### config.mk
export PLATFORM = sky130hd
export DESIGN_NAME = if_fetch_unit
export DESIGN_NICKNAME = d
export VERILOG_FILES = /design/src/rtl/if_fetch_unit_pkg.sv /design/src/rtl/if_fetch_unit_fetch_fifo.sv /design/src/rtl/if_fetch_unit.sv
export SDC_FILE = /design/constraint.sdc
export NUM_CORES = 1
export LEC_CHECK = 0
export CAP_MARGIN = 20
export CORE_MARGIN = 1
export CORE_UTILIZATION = 57
export CTS_CLUSTER_SIZE = 25
export DETAILED_ROUTE_END_ITERATION = 12
export HOLD_SLACK_MARGIN = 0.15
export PLACE_DENSITY = 0.85
export SLEW_MARGIN = 20
export SYNTH_ARGS = -nofsm -noshare
export SYNTH_HDL_FRONTEND = slang
export SYNTH_SLANG_ARGS = --single-unit
export TNS_END_PERCENT = 50
### constraint.sdc
create_clock -name clock -period 12.6 [get_ports clock]
set_clock_uncertainty 0.1 [all_clocks]
set_input_delay 1.26 -clock clock [delete_from_list [all_inputs] [get_ports clock]]
set_output_delay 1.26 -clock clock [all_outputs]
set_load 0.02 [all_outputs]
### src/rtl/if_fetch_unit_pkg.sv
// Shared types and constants for the instruction fetch stage of the 5-stage RISCV core.
// The PC select enum is shared with ID/EX, which drives the redirect.
package if_fetch_unit_pkg;

    typedef enum logic [1:0] {
        NEXTPC     = 2'd0,
        ALU_RESULT = 2'd1,
        NOP_PC_MUX = 2'd2
    } pc_mux;

    localparam logic [31:0] OPCODE_NOP_INSTR  = 32'h0000_0013;
    localparam logic [31:0] BOOT_ADDR_DEFAULT = 32'h0000_0000;

    typedef struct packed {
        logic [31:0] instr;
        logic [31:0] pc;
    } fetch_entry_t;

endpackage

### src/rtl/if_fetch_unit_fetch_fifo.sv
// Small synchronous prefetch FIFO holding {instr, pc} entries between the memory port and ID.
// DEPTH must be a power of two so the pointers wrap on their own.
module fetch_fifo
    import if_fetch_unit_pkg::*;
#(
    parameter int DEPTH = 2
) (
    input  logic                       clock,
    input  logic                       reset,
    input  logic                       flush,
    input  logic                       push,
    input  fetch_entry_t               push_data,
    input  logic                       pop,
    output fetch_entry_t               pop_data,
    output logic                       full,
    output logic                       empty,
    output logic [$clog2(DEPTH):0]     count
);

    localparam int AW = $clog2(DEPTH);
    localparam logic [AW:0] DEPTH_CNT = (AW + 1)'(DEPTH);

    fetch_entry_t   mem [DEPTH];
    logic [AW-1:0]  wr_ptr;
    logic [AW-1:0]  rd_ptr;
    logic [AW:0]    count_q;

    // Flush wins over any same-cycle push or pop.
    always_ff @(posedge clock or posedge reset) begin
        if (reset) begin
            wr_ptr  <= '0;
            rd_ptr  <= '0;
            count_q <= '0;
        end else if (flush) begin
            wr_ptr  <= '0;
            rd_ptr  <= '0;
            count_q <= '0;
        end else begin
            if (push) wr_ptr <= wr_ptr + 1'b1;
            if (pop)  rd_ptr <= rd_ptr + 1'b1;
            case ({push, pop})
                2'b10:   count_q <= count_q + 1'b1;
                2'b01:   count_q <= count_q - 1'b1;
                default: count_q <= count_q;
            endcase
        end
    end

    always_ff @(posedge clock) begin
        if (push && !flush) mem[wr_ptr] <= push_data;
    end

    assign pop_data = mem[rd_ptr];
    assign full     = (count_q == DEPTH_CNT);
    assign empty    = (count_q == '0);
    assign count    = count_q;

endmodule

### src/rtl/if_fetch_unit.sv
// Instruction fetch stage: issues one word request at a time, buffers responses in a
// prefetch FIFO and hands one instruction per cycle to ID, honouring stall and flush/redirect.
module if_fetch_unit
    import if_fetch_unit_pkg::*;
#(
    parameter logic [31:0] BOOT_ADDR  = BOOT_ADDR_DEFAULT,
    parameter int          FIFO_DEPTH = 2,
    parameter logic [31:0] NOP_INSTR  = OPCODE_NOP_INSTR
) (
    input  logic        clock,
    input  logic        reset,
    input  logic        stall_ip,
    input  logic        flush_en_ip,
    input  pc_mux       pc_mux_ip,
    input  logic [31:0] branch_target_ip,
    output logic        imem_req_op,
    output logic [31:0] imem_addr_op,
    input  logic        imem_gnt_ip,
    input  logic        imem_rvalid_ip,
    input  logic [31:0] imem_rdata_ip,
    output logic        instr_data_valid_op,
    output logic [31:0] instr_data_op,
    output logic [31:0] pc_op,
    output logic [31:0] pc4_op
);

    localparam int CW = $clog2(FIFO_DEPTH) + 1;
    localparam logic [CW-1:0] DEPTH_CNT = CW'(FIFO_DEPTH);

    logic [31:0]   pc_q;
    logic [31:0]   pend_pc;
    logic          outstanding;
    logic          discard;

    logic          redirect;
    logic          req;
    logic          grant;
    logic          resp;
    logic          push;
    logic          pop;

    fetch_entry_t  push_entry;
    fetch_entry_t  head;
    logic          fifo_full;
    logic          fifo_empty;
    logic [CW-1:0] fifo_count;

    logic          unused_target_bits;

    assign unused_target_bits = ^branch_target_ip[1:0];

    assign redirect = flush_en_ip && (pc_mux_ip == ALU_RESULT);
    // Gating on the registered count means a full FIFO never requests, even on a pop cycle.
    assign req      = !reset && !outstanding && (fifo_count < DEPTH_CNT);
    assign grant    = req && imem_gnt_ip;
    assign resp     = imem_rvalid_ip && outstanding;
    assign push     = resp && !discard && !flush_en_ip && !fifo_full;
    assign pop      = !flush_en_ip && !stall_ip && !fifo_empty;

    assign push_entry   = '{instr: imem_rdata_ip, pc: pend_pc};
    assign imem_req_op  = req;
    assign imem_addr_op = pc_q;

    fetch_fifo #(
        .DEPTH (FIFO_DEPTH)
    ) u_fetch_fifo (
        .clock     (clock),
        .reset     (reset),
        .flush     (flush_en_ip),
        .push      (push),
        .push_data (push_entry),
        .pop       (pop),
        .pop_data  (head),
        .full      (fifo_full),
        .empty     (fifo_empty),
        .count     (fifo_count)
    );

    // A word still in flight when the path is flushed is marked for discard so it never reaches ID.
    always_ff @(posedge clock or posedge reset) begin
        if (reset) begin
            pc_q        <= BOOT_ADDR;
            pend_pc     <= BOOT_ADDR;
            outstanding <= 1'b0;
            discard     <= 1'b0;
        end else if (flush_en_ip) begin
            if (redirect) pc_q <= {branch_target_ip[31:2], 2'b00};
            if (grant) begin
                outstanding <= 1'b1;
                discard     <= 1'b1;
                pend_pc     <= pc_q;
            end else if (resp) begin
                outstanding <= 1'b0;
                discard     <= 1'b0;
            end else begin
                discard     <= outstanding;
            end
        end else begin
            if (grant) begin
                outstanding <= 1'b1;
                pend_pc     <= pc_q;
                pc_q        <= pc_q + 32'd4;
            end else if (resp) begin
                outstanding <= 1'b0;
                discard     <= 1'b0;
            end
        end
    end

    // ID output register; when the FIFO runs dry a bubble is shown but the last PC is kept.
    always_ff @(posedge clock or posedge reset) begin
        if (reset) begin
            instr_data_valid_op <= 1'b0;
            instr_data_op       <= NOP_INSTR;
            pc_op               <= 32'd0;
            pc4_op              <= 32'd4;
        end else if (flush_en_ip) begin
            instr_data_valid_op <= 1'b0;
            instr_data_op       <= NOP_INSTR;
        end else if (!stall_ip) begin
            if (!fifo_empty) begin
                instr_data_valid_op <= 1'b1;
                instr_data_op       <= head.instr;
                pc_op               <= head.pc;
                pc4_op              <= head.pc + 32'd4;
            end else begin
                instr_data_valid_op <= 1'b0;
                instr_data_op       <= NOP_INSTR;
            end
        end
    end

endmodule

==> summary.txt <==
GRT overflow -> 0
Ys flop type -> dfrtp_1
Skew-Pair Late Insertion Delay -> 0.53 ns
Fin crit period -> 3.99 ns
I/O pin cnt -> 202
Total setup buffers inserted after CTS -> 0
MaxCap Viol Count -> 0
Syn_area_per_cell -> 11.9 um^2
Hold-fix buffers, CTS -> 0
Reg2Reg Setup Slack -> 8.68 ns
Worst-margin pin slew -> 1.05 ns
RePlAce Congestion -> 0.901
RSZ-0062 raised after global routing -> false
TritonCTS Buffers -> 28
CTS tree -> yes
Busiest grt layer -> met2
EDFF count, synth -> 124
Post-Syn Instances -> 1,014
Status -> complete, no violations
Largest family of logic cells by synthesized area -> simple AND/OR/NAND/NOR gates
CP Data Arrival Time -> 2.63 ns
First-pass GRT wire length -> 45,400 um
Pin count of the biggest net entering global routing -> 122
VDD IR max -> 0.0886 mV
Area Overhead vs Synth -> 25.7%
Routed Antenna Nets -> 0
Lkg Pwr -> 0.00591 uW
Dpl cell area -> 14,100 um^2
Die H -> 147 um
I/O Buffers -> 193
Met1 usage -> 36.7%
# diodes -> 0
DR vias -> 8,741
Clock share of power -> 31.4%
Cell variety after synth -> 78
Slew headroom -> 30.2%
Combinational share of power -> 24.3%
CP Cell Sequence -> clkdlybuf4s50_1, nor3_1, clkdlybuf4s50_1
Core area -> 20,500 um^2
Total iterations of the first detailed-routing run -> 5
Met3 Usage GRT -> 4.50%
Multiplexer area fraction after synthesis -> 6.26%
Post-Route WL -> 28,500 um
Area share of fa/ha/maj cells after synthesis -> 0.208%
Global-route usage over all layers -> 26.2%
Initial antenna violation count -> 0
Htree depth -> 1
Complex-gate fraction of the synthesized area -> 9.95%
Int Power -> 2010 uW
Final setup TNS -> 0 ns
Drt initial violations -> 755
Final hold violations -> 0
Sequential cell area fraction in the yosys report -> 64.0%
Cell area after layout -> 15,100 um^2
Filler cell count in the final layout -> 1,340
Max Clock Freq -> 250 MHz
CTS Buffer Depth -> 3
Sequential share of power -> 44.3%
Psw -> 840 uW
HPWL after detailed placement -> 18,500 um
Asr flop ratio synth -> 56.2%
Crit-path most repeated cell -> clkdlybuf4s50_1
Final std cells w/o fill -> 1,486
CP required -> 11.24 ns
Placed cells -> 1,434
Post-CTS resize count -> 0
FF+latch count, synth -> 283
Worst-path fanout max -> 4
Slowest cell on the critical path -> clkdlybuf4s50_1
Final Slew Violations -> 0
Synth warn -> 0
Slowest stage delay, CP -> 0.63 ns
Crit path capture type -> primary output
Root buffer cell -> clkbuf_16
Vias in the first global route -> 8,619
Number of setup violations in the final report -> 0
Post-synthesis instance area -> 12,000 um^2
WL/cell -> 19.2 um
Final period utilization -> 31.7%
M2 GR Usage -> 42.3%
Xor and xnor area share after synthesis -> 1.46%
CP Class -> input port to primary output
Hold Path Class -> flip-flop to flip-flop
Via density per instance -> 5.88
Number of clock sinks -> 283
DIE AREA -> 21,700 um^2
Share of cells above drive strength 1 -> 8.14%
CTS clock-pin slew for the worst setup and hold paths -> 0.06 ns
CP Launch Type -> input port
Starting Density -> 58.7%
Rows -> 52
Post-synthesis simple-gate area fraction -> 15.0%
Sw Ratio -> 29.5%
Drc violations -> 0
Final nets -> 1,268
Die W -> 147 um
Power per cell area -> 188 nW/um^2
## critical path, delay by kind of cell
kind	cells	cell delay (ns)
buffers and inverters	2	1.18
AND/OR/NAND/NOR	1	0.19
## stage by stage
step / setup WS (ns) / power (uW) / hold slack [ns] / utilization [%]
after floorplan: 5.59 / 1600 / 0.342 / -
after global placement: 8.26 / 1930 / 0.348 / 68.9
after detailed placement: 8.21 / 1960 / 0.357 / 68.9
after CTS: 8.60 / 2860 / 0.371 / 73.8
after global routing: 8.50 / 2960 / 0.380 / 73.8
final: 8.61 / 2850 / 0.368 / 73.8
## power by group through the flow
stage	clock network [uW]	registers [uW]	logic (uW)
detailed placement	0	1270	687
global route	939	1280	739
floorplan	0	1390	216
finish	892	1260	692
CTS	903	1260	695
global placement	0	1260	669
## state kept, by name, indices dropped and copies added, names as in the netlist
name                 flops
imem_addr_op            30
u_fetch_fifo.wr_ptr      1
outstanding              1
u_fetch_fifo.count       2
pend_pc                 30
pc_op                   30
discard                  1
u_fetch_fifo.mem       124
u_fetch_fifo.rd_ptr      1
pc4_op                  30
instr_data_valid_op      1
instr_data_op           32
## area by class of cell
type                            instances  area (um^2)  area share (%)
Clock buffer                           42          826            5.46
Inverter                               10         42.5           0.281
Sequential cell                       283         7710            51.0
Multi-Input combinational cell        666         4010            26.5
Tap cell                              270          338            2.23
Clock inverter                         10          178            1.17
Timing Repair Buffer                  205         2020            13.4
## cell usage after synthesis (all sizes together) (2+ instances only)
cell type / n / area share, %
nand2b: 4 / 0.21
a22oi: 9 / 0.60
nor2b: 3 / 0.16
o31ai: 5 / 0.31
nor2: 37 / 1.2
inv: 10 / 0.31
and2: 6 / 0.32
o21ai: 84 / 3.6
and3: 5 / 0.26
o22ai: 8 / 0.47
nand4b: 3 / 0.22
nor3: 19 / 0.83
nand2: 211 / 6.6
nand3: 30 / 1.3
o211ai: 3 / 0.19
mux2: 10 / 0.94
xnor2: 15 / 1.1
edfxtp: 124 / 31
ha: 2 / 0.21
nand4: 28 / 1.7
dfrtp: 155 / 32
nand3b: 7 / 0.64
o221a: 2 / 0.19
or2: 2 / 0.10
o31a: 2 / 0.15
nor4: 7 / 0.47
buf: 21 / 1.2
a211oi: 6 / 0.37
o21a: 3 / 0.19
o41a: 2 / 0.19
a31oi: 7 / 0.36
a31o: 2 / 0.15
clkbuf: 39 / 1.5
a41oi: 2 / 0.15
o2bb2ai: 2 / 0.15
or3: 4 / 0.21
dfstp: 4 / 0.87
a21oi: 25 / 1.1
mux2i: 64 / 5.3
nor4b: 5 / 0.42
xor2: 5 / 0.36
a311oi: 6 / 0.44
a21o: 10 / 0.62
## logic make-up (layout without fill, tap and decap cells)
| family | Yosys count | after routing |
|---|---|---|
| AND/OR/NAND/NOR | 376 | 376 |
| flip-flops | 283 | 283 |
| AO/OA/AOI/OAI | 188 | 188 |
| multiplexers | 74 | 74 |
| buffers and inverters | 70 | 267 |
| XOR/XNOR | 20 | 20 |
| adder cells (fa/ha/maj) | 2 | 2 |
| other | 1 | 6 |
## layout by cell type, fill, tap and decap left out, types with 8 or more instances in the layout
cell type,count
clkbuf_16,30
edfxtp_1,124
buf_4,12
dfrtp_1,154
a21oi_1,24
mux2i_1,64
xnor2_1,15
a21o_1,10
nor2_1,36
nand3_1,28
nand4_1,26
nand2_1,211
clkdlybuf4s50_1,193
a22oi_1,8
clkbuf_1,9
inv_1,8
mux2_2,10
o21ai_0,82
nor3_1,18
## per-layer routing
layer | share of wire (%) | vias up
li1 | - | 4036
met1 | 42 | 4205
met2 | 47 | 447
met3 | 8.5 | 53
met4 | 2.1 | 0
met5 | 0 | -
## path summary, 6_finish.rpt
path | startpoint | to | cells after the start
max | reset | imem_req_op | 3
min | pend_pc[27] | u_fetch_fifo.mem[0][27] | 0
max reg2reg | u_fetch_fifo.rd_ptr | pc4_op[24] | 8
min reg2reg | pend_pc[27] | u_fetch_fifo.mem[0][27] | 0
max in group asynchronous | reset | pc4_op[22] | 3
min in group asynchronous | reset | u_fetch_fifo.wr_ptr | 2
Note: power is estimated with default switching activity, not from simulation.
